## src/rtl/loader_pkg.sv

```systemverilog
// Shared definitions for the program loader: FSM state encoding, header size
// and the byte/word geometry helpers.
package loader_pkg;

    localparam int HDR_BYTES = 2;

    localparam logic [2:0] ST_HDR_HI = 3'd0;
    localparam logic [2:0] ST_HDR_LO = 3'd1;
    localparam logic [2:0] ST_DATA   = 3'd2;
    localparam logic [2:0] ST_CHK    = 3'd3;
    localparam logic [2:0] ST_DONE   = 3'd4;
    localparam logic [2:0] ST_ERROR  = 3'd5;

    function automatic int bytes_per_word(input int data_w);
        return data_w / 8;
    endfunction

    // Byte index is never narrower than one bit, even for 8- or 16-bit words.
    function automatic int byte_idx_w(input int data_w);
        int bpw;
        bpw = data_w / 8;
        return (bpw <= 2) ? 1 : $clog2(bpw);
    endfunction

endpackage

```

## src/rtl/byte_assembler.sv

```systemverilog
// Shifts accepted bytes MSB-first into a DATA_W word and flags the byte that
// completes it; word is only meaningful while word_valid is high.
module byte_assembler
    import loader_pkg::*;
#(
    parameter int DATA_W = 16
) (
    input  logic              clk,
    input  logic              rst,
    input  logic              clear,
    input  logic [7:0]        byte_in,
    input  logic              byte_valid,
    output logic [DATA_W-1:0] word,
    output logic              word_valid
);

    localparam int BPW   = bytes_per_word(DATA_W);
    localparam int IDX_W = byte_idx_w(DATA_W);
    localparam logic [IDX_W-1:0] LAST_IDX = IDX_W'(BPW - 1);

    logic [DATA_W-1:0] shift_reg;
    logic [IDX_W-1:0]  idx;

    // The completed word includes the byte arriving this cycle, so the top
    // level can register it on the same edge that accepts the final byte.
    assign word       = DATA_W'({shift_reg, byte_in});
    assign word_valid = byte_valid && (idx == LAST_IDX);

    always_ff @(posedge clk or negedge rst) begin
        if (!rst) begin
            shift_reg <= '0;
            idx       <= '0;
        end else if (clear) begin
            shift_reg <= '0;
            idx       <= '0;
        end else if (byte_valid) begin
            shift_reg <= word;
            idx       <= word_valid ? '0 : idx + IDX_W'(1);
        end
    end

endmodule

```

## src/rtl/program_loader.sv

```systemverilog
// Byte-stream program loader: parses a big-endian word-count header, writes
// the payload words into instruction memory and holds the CPU until done.
// Optional trailing XOR checksum byte is enabled by defining LOADER_CHECKSUM_EN.
module program_loader
    import loader_pkg::*;
#(
    parameter int ADDR_W    = 8,
    parameter int DATA_W    = 16,
    parameter int BASE_ADDR = 0
) (
    input  logic              clk,
    input  logic              rst,
    input  logic [7:0]        rx_data,
    input  logic              rx_valid,
    output logic              rx_ready,
    input  logic              reload,
    output logic              mem_we,
    output logic [ADDR_W-1:0] mem_addr,
    output logic [DATA_W-1:0] mem_wdata,
    output logic              cpu_hold,
    output logic              load_done,
    output logic              load_error
);

    localparam logic [63:0] MAX_WORDS = (64'd1 << ADDR_W) - 64'(BASE_ADDR);
    localparam logic [ADDR_W-1:0] BASE = ADDR_W'(BASE_ADDR);

`ifdef LOADER_CHECKSUM_EN
    localparam logic [2:0] ST_AFTER_DATA = ST_CHK;
`else
    localparam logic [2:0] ST_AFTER_DATA = ST_DONE;
`endif

    logic [2:0]        state;
    logic [7:0]        count_hi;
    logic [15:0]       word_total;
    logic [15:0]       word_cnt;
    logic [15:0]       header_count;
    logic              accept;
    logic              reload_fire;
    logic              data_accept;
    logic [DATA_W-1:0] asm_word;
    logic              asm_word_valid;

`ifdef LOADER_CHECKSUM_EN
    logic [7:0]        chk_acc;
`endif

    // NOTE: rx_ready is decoded from the registered state only; it never
    // depends on rx_valid, so the handshake cannot form a combinational loop.
    always_comb begin
        rx_ready = 1'b0;
        case (state)
            ST_HDR_HI, ST_HDR_LO, ST_DATA, ST_CHK: rx_ready = 1'b1;
            default:                               rx_ready = 1'b0;
        endcase
    end

    assign accept       = rx_valid && rx_ready;
    assign data_accept  = accept && (state == ST_DATA);
    assign reload_fire  = reload && ((state == ST_DONE) || (state == ST_ERROR));
    assign header_count = {count_hi, rx_data};

    byte_assembler #(
        .DATA_W(DATA_W)
    ) u_byte_assembler (
        .clk        (clk),
        .rst        (rst),
        .clear      (reload_fire),
        .byte_in    (rx_data),
        .byte_valid (data_accept),
        .word       (asm_word),
        .word_valid (asm_word_valid)
    );

    // NOTE: all state here uses non-blocking assignments; later assignments in
    // the block deliberately override earlier ones (reload beats increment).
    always_ff @(posedge clk or negedge rst) begin
        if (!rst) begin
            state      <= ST_HDR_HI;
            count_hi   <= '0;
            word_total <= '0;
            word_cnt   <= '0;
            mem_we     <= 1'b0;
            mem_addr   <= BASE;
            mem_wdata  <= '0;
`ifdef LOADER_CHECKSUM_EN
            chk_acc    <= '0;
`endif
        end else begin
            mem_we <= 1'b0;
            if (mem_we) begin
                mem_addr <= mem_addr + ADDR_W'(1);
            end

            case (state)
                ST_HDR_HI: begin
                    if (accept) begin
                        count_hi <= rx_data;
                        state    <= ST_HDR_LO;
                    end
                end
                ST_HDR_LO: begin
                    if (accept) begin
                        word_total <= header_count;
                        word_cnt   <= '0;
                        if (header_count == 16'd0) begin
                            state <= ST_AFTER_DATA;
                        end else if (64'(header_count) > MAX_WORDS) begin
                            state <= ST_ERROR;
                        end else begin
                            state <= ST_DATA;
                        end
                    end
                end
                ST_DATA: begin
`ifdef LOADER_CHECKSUM_EN
                    if (data_accept) begin
                        chk_acc <= chk_acc ^ rx_data;
                    end
`endif
                    if (asm_word_valid) begin
                        mem_we    <= 1'b1;
                        mem_wdata <= asm_word;
                        word_cnt  <= word_cnt + 16'd1;
                        if (word_cnt == word_total - 16'd1) begin
                            state <= ST_AFTER_DATA;
                        end
                    end
                end
`ifdef LOADER_CHECKSUM_EN
                ST_CHK: begin
                    if (accept) begin
                        state <= (rx_data == chk_acc) ? ST_DONE : ST_ERROR;
                    end
                end
`endif
                ST_DONE, ST_ERROR: begin
                    if (reload_fire) begin
                        state    <= ST_HDR_HI;
                        mem_addr <= BASE;
                        word_cnt <= '0;
`ifdef LOADER_CHECKSUM_EN
                        chk_acc  <= '0;
`endif
                    end
                end
                default: state <= ST_ERROR;
            endcase
        end
    end

    // Status flags trail the state by one cycle, so load_done rises the cycle
    // after the final memory write has been presented.
    always_ff @(posedge clk or negedge rst) begin
        if (!rst) begin
            cpu_hold   <= 1'b1;
            load_done  <= 1'b0;
            load_error <= 1'b0;
        end else begin
            load_done  <= (state == ST_DONE) && !reload_fire;
            load_error <= (state == ST_ERROR) && !reload_fire;
            cpu_hold   <= !((state == ST_DONE) && !reload_fire);
        end
    end

endmodule

```

## config.mk

```make
export PLATFORM = sky130hd
export DESIGN_NAME = program_loader
export DESIGN_NICKNAME = d
export VERILOG_FILES = /design/src/rtl/loader_pkg.sv /design/src/rtl/byte_assembler.sv /design/src/rtl/program_loader.sv
export SDC_FILE = /design/constraint.sdc
export NUM_CORES = 1
export LEC_CHECK = 0
export BUFFER_PORTS_ARGS = -buffer_cell sky130_fd_sc_hd__buf_2
export CAP_MARGIN = 20
export CORE_MARGIN = 4
export CORE_UTILIZATION = 63
export CTS_CLUSTER_DIAMETER = 100
export CTS_CLUSTER_SIZE = 8
export DETAILED_ROUTE_END_ITERATION = 10
export GPL_ROUTABILITY_DRIVEN = 0
export GPL_TIMING_DRIVEN = 0
export PLACE_DENSITY = 0.94
export SYNTH_ARGS = -nofsm -noshare
export SYNTH_HDL_FRONTEND = slang
export SYNTH_SLANG_ARGS = --single-unit
```

## constraint.sdc

```tcl
create_clock -name clk -period 5.8 [get_ports clk]
set_clock_uncertainty 0.2 [all_clocks]
set_input_delay 1.16 -clock clk [delete_from_list [all_inputs] [get_ports clk]]
set_output_delay 1.16 -clock clk [all_outputs]
set_load 0.1 [all_outputs]
```

==> reports/metrics.cfg, run 1 <==
[floorplan]
io_pins=41
die_y_um=86.6
core_region_area_sq_mm=0.00596
start_util_pct=65.3
dieWidth_um=86.6
die_area_sq_mm=0.00750
num_rows=28

[cells_and_area]
n_antenna_cell=0
area_growth_pct=13.2
largestRegisters=mem_wdata: 16 flops, word_cnt: 16 flops, word_total: 16 flops
final_net_count=420
layout-drive-gt1-share_pct=25.4

[timing]
slew_headroom_pct=44.5
hold_viol=0
worstMarginPinSlew_ns=0.831
finalCriticalPeriod_ns=2.95
timing.final.ws_setup_ns=2.85
setup_tns_ns=0
rsz0062_at_grt=no
fmax_mhz=338
setup_viol=0
report.final.slew_viol_count=0
timing.final.crit_share_pct=50.9

[synthesis]
async_reset_ff_share_pct=100
synth_edf_count=0
synth_top_cell_area_share_pct=50.8
synth.area.top_cells=dfrtp_1 51%, mux2_2 10%, xnor2_1 7.0%, nor2_1 2.6%, o21ai_0 2.2%
synth_cell_types=50
synth_warnings=0
ys.flop_type=dfrtp_1
netlist_area_sq_mm=0.00389
postSynthNetCount=367
netlist_top_cells_count=79 x dfrtp_1, 36 x mux2_2, 31 x xnor2_1, 27 x nor2_1, 20 x nand2_1
synth_top_area_cell=dfrtp_1
synthCells=352
syn_area_per_cell_sq_um=11.1
ys_ff_latch=80
post-synth-top-count-cell=dfrtp_1
seq_area_frac_synth_pct=51.5

[worst_setup_path]
crit_type=in -> reg
crit_chain=buf_2, nor4_1, a21oi_1, nor3b_1, o21bai_1, a21o_1, a32o_1
cp_slowest_cell=nor4_1
max_stage_delay_ns=0.51
start_kind=input pin
cp.arrival_ns=3.00
cp_top_family=simple AND/OR/NAND/NOR gates
critical_path_buf_inv_count=1
required_ns=5.84
end_kind=flop
cp_max_fo=5

[run_status]
status=complete, no violations

[power]
power.leakage_nw=1.96
peakVddDrop_uv=303
power.density_mw_per_mm2=393

[routing]
drc_errors=0
drt-total-wl_um=8210
wl_per_cell_um=17.0
first_pass_iters=4
vias_per_cell=6.02
drt_iter0_drc=342
via_count=2914
antenna_left=0

[cts]
clkTransAtPathRegs_ns=0.08
cts-buffers-inserted=9
htreeDepth=3
clock-sinks=80
cts_tree=yes
post_cts_buffers=0
cts_buffer_depth=2
hold_buffers=0
cts_root_buffer=clkbuf_8
ctsResizeCount=0
clock_latency_ns=0.36

[global_route]
grt_max_degree=57
grt_pass1_vias=2953
grt.overflow.total=0
antenna_found_initial=0
grt_pass1_wl_um=14000
grt_util_all_layers_pct=23.9

[placement]
io_buffers=40
hpwl_um=5810
dp_slack_ns=2.64

[min_path]
min_path_type=reg -> reg

[run]
maxCapViolCount=0

through the flow:
step / util [%] / instance area [sq um] / total power (W) / hold WS [ns] / std cells
2_1_floorplan: - / 3890 / 0.00120 / 0.261 / 352
3_3_place_gp: 70.3 / 4190 / 0.00130 / 0.280 / 467
3_5_place_dp: 70.8 / 4220 / 0.00134 / 0.283 / 468
4_1_cts: 73.8 / 4400 / 0.00172 / 0.310 / 483
5_1_grt: 73.9 / 4400 / 0.00182 / 0.320 / 484
6_report: 73.9 / 4400 / 0.00173 / 0.308 / 484
worst reg2reg max path, stage by stage, from the launching register on:
cell	delay, ns
dfrtp_1	0.44
inv_1	0.11
ha_1	0.18
nor3b_1	0.55
nand3_1	0.18
xnor2_1	0.19
a2111o_1	0.40
a211oi_2	0.29
a32o_1	0.21
cell usage in the layout (no fill, tap or decap), drive strengths merged, types with 11 or more instances in the layout:
cell type	synthesis	routed
mux2	36	36
inv	15	16
nand2	20	20
dfrtp	79	79
nor3	14	14
o21ai	18	18
buf	4	45
xnor2	31	31
nor2	27	27
clkbuf	9	21
a21oi	11	11
routing by layer:
layer	vias up	share of wire [%]	track usage, %
met2	103	50	38.5
met3	20	6.4	6.94
met1	1437	42	30.9
li1	1354	-	-
met4	0	1.9	9.07
met5	-	0	0
power by group:
group          switching [W]  internal, W
Clock               0.000203     0.000177
Combinational       0.000342     0.000237
Sequential          0.000115     0.000657
Total               0.000659      0.00107
cell families after synthesis:
group           after synthesis  synth area share (%)
compound gates               55                  9.97
mux                          37                  10.7
buf+inv                      29                  3.05
simple gates                109                  15.1
xor+xnor                     39                  8.78
flops                        80                  51.5
fa+ha+maj                     3                 0.965
worst paths after layout:
kind	startpoint	endpoint	slack, ns	cells past startpoint
worst max-delay path	rx_data[3]	state[2]	2.85	7
worst min-delay path	mem_wdata[12]	mem_wdata[12]	0.31	1
worst max register to register	word_total[0]	state[2]	2.98	8
worst min register to register	mem_wdata[12]	mem_wdata[12]	0.31	1
max in group asynchronous	rst	cpu_hold	4.27	2
min in group asynchronous	rst	mem_wdata[13]	0.50	1
layout make-up:
class                   instances  area, sq um
repair buffers                 42          238
clock buffers                  11          151
multi-input cells             243         1770
well taps                      75         93.8
fillers                       404         1550
inverters                      16         60.1
clock inverters                 4         28.8
flip-flops and latches         80         2000
plain buffers                  13         58.8
Power figures use the tool's default switching activity.
==> run 2, diff against run 1 <==
Settings changed: ABC_AREA from default to 1, CORE_UTILIZATION 63 to 53, PLACE_DENSITY 0.94 to 0.85.
Clock period 5.8 ns to 2.7 ns, I/O delays scaled along.
==> reports/metrics.cfg, run 2 <==
[global_route]
grt.overflow.total=0  ; unchanged
grt.busiest_layer=met2
use_met1_pct=26.0  ; -4.8 points
grt_max_degree=70  ; +23%
met2_usage_pct=34.6  ; -3.8 points
grt_util_all_layers_pct=20.3  ; -3.6 points
antenna_found_initial=0  ; unchanged
grt_pass1_vias=3442  ; +17%
grt_pass1_wl_um=15900  ; +13%
grt_use_met3_pct=4.25  ; -2.7 points

[worst_setup_path]
cp_common_cell=nand2_1
critPathLaunch=word_total[0]
crit_chain=inv_1, ha_1, nand2_1, nor2_2, nand3b_1, nand2_1, nand2_1, inv_1, nand2_1, nor2_1, nand2_1, nand2_1, o211ai_1
r2r_start=word_total[0]
cp_max_fo=5  ; unchanged
end_kind=flop
required_ns=2.73  ; -3.11 ns
max_stage_delay_ns=0.41  ; -0.10 ns
cp.arrival_ns=2.30  ; -0.70 ns
cp_slowest_cell=dfrtp_1
start_kind=flop
crit_type=reg -> reg

[timing]
report.final.slew_viol_count=0  ; unchanged
setup_viol=0  ; unchanged
hold_viol=0  ; unchanged
holdWs_ns=0.289  ; -0.0183 ns
setup_tns_ns=0  ; unchanged
worstMarginPinSlew_ns=0.494  ; -0.337 ns
finalCriticalPeriod_ns=2.27
fmax_mhz=440
timing.final.crit_share_pct=84.2
slew_headroom_pct=67.3  ; +23 points
rsz0062_at_grt=no
timing.final.ws_setup_ns=0.426  ; -2.42 ns

[cts]
clock_latency_ns=0.36  ; about the same
post_cts_buffers=0  ; unchanged
cts_buffer_depth=2  ; unchanged
ctsResizeCount=0  ; unchanged
hold_buffers=1  ; +1
cts-buffers-inserted=9  ; unchanged
cts_tree=yes
cts_root_buffer=clkbuf_8
clkTransAtPathRegs_ns=0.09  ; about the same
clock-sinks=80  ; unchanged
htreeDepth=3  ; unchanged

[routing]
via_count=3669  ; +26%
drc_errors=0  ; unchanged
drt_iter0_drc=220  ; -36%
vias_per_cell=5.32  ; -12%
antenna_left=0  ; unchanged
wl_per_cell_um=13.4  ; -21%
first_pass_iters=5  ; +1
drt-total-wl_um=9250  ; +13%

[floorplan]
num_rows=32  ; +14%
die_y_um=96.7  ; +12%
dieWidth_um=96.7  ; +12%
io_pins=41  ; unchanged
core_region_area_sq_mm=0.00769  ; +29%
die_area_sq_mm=0.00935  ; +25%
start_util_pct=54.2  ; -11 points

[run]
maxCapViolCount=0  ; unchanged

[power]
peakVddDrop_uv=652  ; +120%
power.density_mw_per_mm2=845  ; +120%
power.leakage_nw=2.45  ; +25%

[placement]
hpwl_um=6980  ; +20%
dp_slack_ns=0.474  ; -2.17 ns
io_buffers=40  ; unchanged

[cells_and_area]
layout_commonest_cell=nand2_1
layout-drive-gt1-share_pct=12.9  ; -13 points
final_cell_mix=145 x nand2_1, 79 x dfrtp_1, 76 x inv_1
nFillCells=667  ; +65%
largestRegisters=mem_wdata: 16 flops, word_cnt: 16 flops, word_total: 16 flops
n_antenna_cell=0  ; unchanged
area_growth_pct=13.1  ; about the same
final_net_count=598  ; +42%

[synthesis]
async_reset_ff_share_pct=100  ; unchanged
synthCells=530  ; +51%
seq_area_frac_synth_pct=48.0  ; -3.4 points
synth_warnings=0  ; unchanged
synth_edf_count=0  ; unchanged
synth_top_cell_area_share_pct=47.4  ; -3.4 points
synth_cell_types=37  ; -26%
synth_top_area_cell=dfrtp_1
netlist_top_cells_count=145 x nand2_1, 79 x dfrtp_1, 76 x inv_1, 47 x o21ai_0, 46 x nor2_1
syn_area_per_cell_sq_um=7.87  ; -29%
post-synth-top-count-cell=nand2_1
synth.area.top_cells=dfrtp_1 47%, nand2_1 13%, inv_1 6.8%, o21ai_0 5.6%, nor2_1 4.1%
ys_ff_latch=80  ; unchanged
postSynthNetCount=545  ; +49%
netlist_area_sq_mm=0.00417  ; +7.1%
ys.flop_type=dfrtp_1

[min_path]
min-delay-start=mem_wdata[3]
min_path_type=reg -> reg

[run_status]
status=complete, no violations

==> run 2: path summary, 6_finish.rpt <==
kind / slack, ns / cells past startpoint / endpoint
setup / recovery: 0.43 / 13 / state[1]
hold / removal: 0.29 / 2 / mem_wdata[3]
setup reg to reg: 0.43 / 13 / state[1]
hold reg to reg: 0.29 / 2 / mem_wdata[3]
max in group asynchronous: 1.30 / 3 / cpu_hold
min in group asynchronous: 0.38 / 2 / word_total[10]
==> run 2: logic make-up (layout without fill, tap and decap cells) <==
group	after synthesis	in the layout	synth area share, %
simple gates	259	259	28.3
fa+ha+maj	3	3	0.900
compound gates	80	80	10.6
xor+xnor	19	19	3.99
mux	1	1	0.240
buf+inv	88	146	7.95
flops	80	80	48.0
==> run 2: final cells by class <==
type	instances	area [sq um]	area share [%]
flip-flops and latches	80	2000	42.5
well taps	102	128	2.71
clock buffers	11	141	3.00
clock inverters	5	38.8	0.822
inverters	80	300	6.37
multi-input cells	362	1830	38.9
repair buffers	42	240	5.09
plain buffers	8	31.3	0.663
==> run 2: per-stage QoR <==
stage / cells / instance area (sq um) / util [%] / power (W)
after floorplan: 530 / 4170 / - / 0.00285
after global placement: 672 / 4500 / 58.5 / 0.00314
after detailed placement: 673 / 4530 / 58.9 / 0.00318
after CTS: 690 / 4720 / 61.4 / 0.00399
after global routing: 690 / 4720 / 61.4 / 0.00420
final: 690 / 4720 / 61.4 / 0.00399
==> run 2: worst max-delay path, delay by kind of cell, from the launching register on <==
family | cells | cell delay, ns
simple gates | 9 | 1.02
compound gates | 1 | 0.10
flops | 1 | 0.41
buf+inv | 2 | 0.17
fa+ha+maj | 1 | 0.24
==> run 2: where the power goes <==
part	internal, W	switching, W	leakage, nW
Clock	0.000366	0.000454	0.0903
Sequential	0.00139	0.000190	1.01
Combinational	0.000335	0.00125	1.34
==> run 2: metal layers <==
| layer | up-vias | routed length [um] |
|---|---|---|
| met5 | - | 0 |
| met1 | 1740 | 4080 |
| met2 | 103 | 4540 |
| met3 | 19 | 456 |
| met4 | 0 | 169 |
| li1 | 1807 | - |
==> run 3, diff against run 2 <==
Settings changed: CORE_UTILIZATION 53 to 59, PLACE_DENSITY 0.85 to 0.89.
Clock period 2.7 ns to 2.3 ns, I/O delays scaled along.
==> reports/metrics.cfg, run 3 (synthesis results as in run 2) <==
[global_route]
grt.overflow.total=0  ; unchanged
grt_pass1_vias=3756  ; +9.1%
antenna_found_initial=0  ; unchanged
grt_util_all_layers_pct=24.4  ; +4.0 points
grt_max_degree=57  ; -19%
grt_pass1_wl_um=16700  ; +5.6%

[min_path]
holdPathStages=3  ; +1
min-delay-start=rx_data[0]
whs_endpoint=mem_wdata[0]
min_path_type=in -> reg

[routing]
drt_iter0_drc=277  ; +26%
via_count=3702  ; +0.90%
drc_errors=0  ; unchanged
first_pass_iters=5  ; unchanged
wl_per_cell_um=13.9  ; +3.8%
drt-total-wl_um=9520  ; +2.9%
antenna_left=0  ; unchanged
vias_per_cell=5.41  ; +1.8%

[placement]
io_buffers=40  ; unchanged
dp_cells=667  ; -0.89%
hpwl_um=7040  ; +0.78%

[cells_and_area]
final_net_count=598  ; unchanged
largestRegisters=mem_wdata: 16 flops, word_cnt: 16 flops, word_total: 16 flops
area_growth_pct=13.0
layout-drive-gt1-share_pct=13.1  ; +0.17 points
nFillCells=526  ; -21%
layout_commonest_cell=nand2_1
instances_no_fill=684  ; -0.87%
final_cell_mix=145 x nand2_1, 79 x dfrtp_1, 76 x inv_1
n_antenna_cell=0  ; unchanged

[timing]
worstMarginPinSlew_ns=0.495  ; +0.00130 ns
hold_viol=0  ; unchanged
fmax_mhz=464  ; +5.6%
holdWs_ns=0.251  ; -0.0387 ns
setup_viol=0  ; unchanged
finalCriticalPeriod_ns=2.15  ; -0.120 ns
report.final.slew_viol_count=0  ; unchanged
slew_headroom_pct=67.2  ; -0.086 points
timing.final.crit_share_pct=93.7  ; +9.4 points

[worst_setup_path]
r2r_cells=13  ; unchanged
r2r_end=state[1]
required_ns=2.33  ; -0.40 ns
start_kind=flop
cp.arrival_ns=2.19  ; -0.11 ns
ff2ff_setup_slack_ns=0.15  ; -0.28 ns
r2r_start=word_total[0]
crit_type=reg -> reg
end_kind=flop
cp_max_fo=5  ; unchanged

[power]
power_frac_seq_pct=40.0  ; +0.3 points
p_switching_w=0.00219  ; +16%
p_int_w=0.00245  ; +17%
power.density_mw_per_mm2=986  ; +17%
combPwrFrac_pct=40.3  ; +0.5 points
switching_share_pct=47.2  ; -0.27 points
power.total_w=0.00464  ; +17%
power.leakage_nw=2.45  ; about the same
clkPwrFrac_pct=19.7  ; -0.9 points
peakVddDrop_uv=1180  ; +81%

[cts]
cts_buffer_depth=2  ; unchanged
clock_latency_ns=0.36  ; about the same
clock-sinks=80  ; unchanged
post_cts_buffers=0  ; unchanged
cts-buffers-inserted=9  ; unchanged
htreeDepth=3  ; unchanged
cts_root_buffer=clkbuf_8
clkTransAtPathRegs_ns=0.08  ; about the same
cts_tree=yes

[floorplan]
start_util_pct=61.0  ; +6.8 points
die_y_um=92.1  ; -4.8%
num_rows=30  ; -6.3%
core_region_area_sq_mm=0.00683  ; -11%
dieWidth_um=92.1  ; -4.8%
die_area_sq_mm=0.00848  ; -9.3%
io_pins=41  ; unchanged

[run]
maxCapViolCount=0  ; unchanged

[run_status]
status=complete, no violations

-- run 3: cell count changes in the layout (fill, tap and decap cells not counted), sizes merged --
cell	delta
clkbuf	+2
inv	-2
clkinv	+1
clkinvlp	-1
-- run 3: cell type report --
| type | count | area, sq um | share of cell area [%] |
|---|---|---|---|
| repair buffers | 42 | 240 | 5.10 |
| inverters | 80 | 300 | 6.38 |
| multi-input cells | 362 | 1850 | 39.2 |
| flip-flops and latches | 80 | 2000 | 42.5 |
| plain buffers | 8 | 31.3 | 0.664 |
| well taps | 96 | 120 | 2.55 |
| clock buffers | 13 | 149 | 3.16 |
| clock inverters | 3 | 18.8 | 0.399 |
-- run 3: repair_timing --
| item | in CTS | in global routing |
|---|---|---|
| hold buffers | 1 | 0 |
| hold endpoints to repair | 23 | 0 |
| gates resized for setup | 0 | 4 |
| setup endpoints to repair | 0 | 3 |
-- run 3: critical path, cell delays in order, from the launching register on --
cell and delay [ns]:
dfrtp_1 0.41, inv_1 0.12, ha_2 0.23, nand2_1 0.12, nor2_4 0.17, nand3b_1 0.10, nand2_1 0.08, nand2_1 0.06
inv_1 0.06, nand2_1 0.06, nor2_2 0.13, nand2_1 0.08, nand2_1 0.10, o211ai_1 0.10
-- run 3: how the worst max path moves through the flow --
| stage | startpoint | slack [ns] | end |
|---|---|---|---|
| finish | word_total[0] | 0.15 | state[1] |
| global route | word_total[0] | -0.04 | state[1] |
| CTS | word_total[0] | 0.07 | state[1] |
| detailed placement | word_total[0] | 0.08 | state[1] |
| global placement | rst | 0.06 | mem_addr[3] |
| floorplan | state[2] | 0.10 | word_cnt[8] |
-- run 3: metal layers --
layer,part of all wire [%],wire [um],GRT usage [%],vias to the layer above
met4,1.7,163,9.65,0
met3,4.9,470,4.68,18
li1,-,-,-,1801
met5,0,0,0,-
met2,50,4740,41.4,119
met1,44,4140,30.6,1764
-- run 3: stage by stage --
step	TNS [ns]	util [%]	setup slack [ns]	cell area, sq um
floorplan	0	-	0.103	4170
global placement	0	65.7	0.0566	4490
detailed placement	0	66.2	0.0788	4520
CTS	0	68.8	0.0651	4700
global route	-0.0869	68.9	-0.0437	4710
finish	0	68.9	0.145	4710
-- run 3: power groups by stage --
stage / combinational (W) / sequential (W) / clock [W]
after floorplan: 0.000674 / 0.00268 / 0
after global placement: 0.00181 / 0.00186 / 0
after detailed placement: 0.00186 / 0.00188 / 0
after CTS: 0.00187 / 0.00185 / 0.000921
after global routing: 0.00203 / 0.00189 / 0.000982
final: 0.00187 / 0.00186 / 0.000915
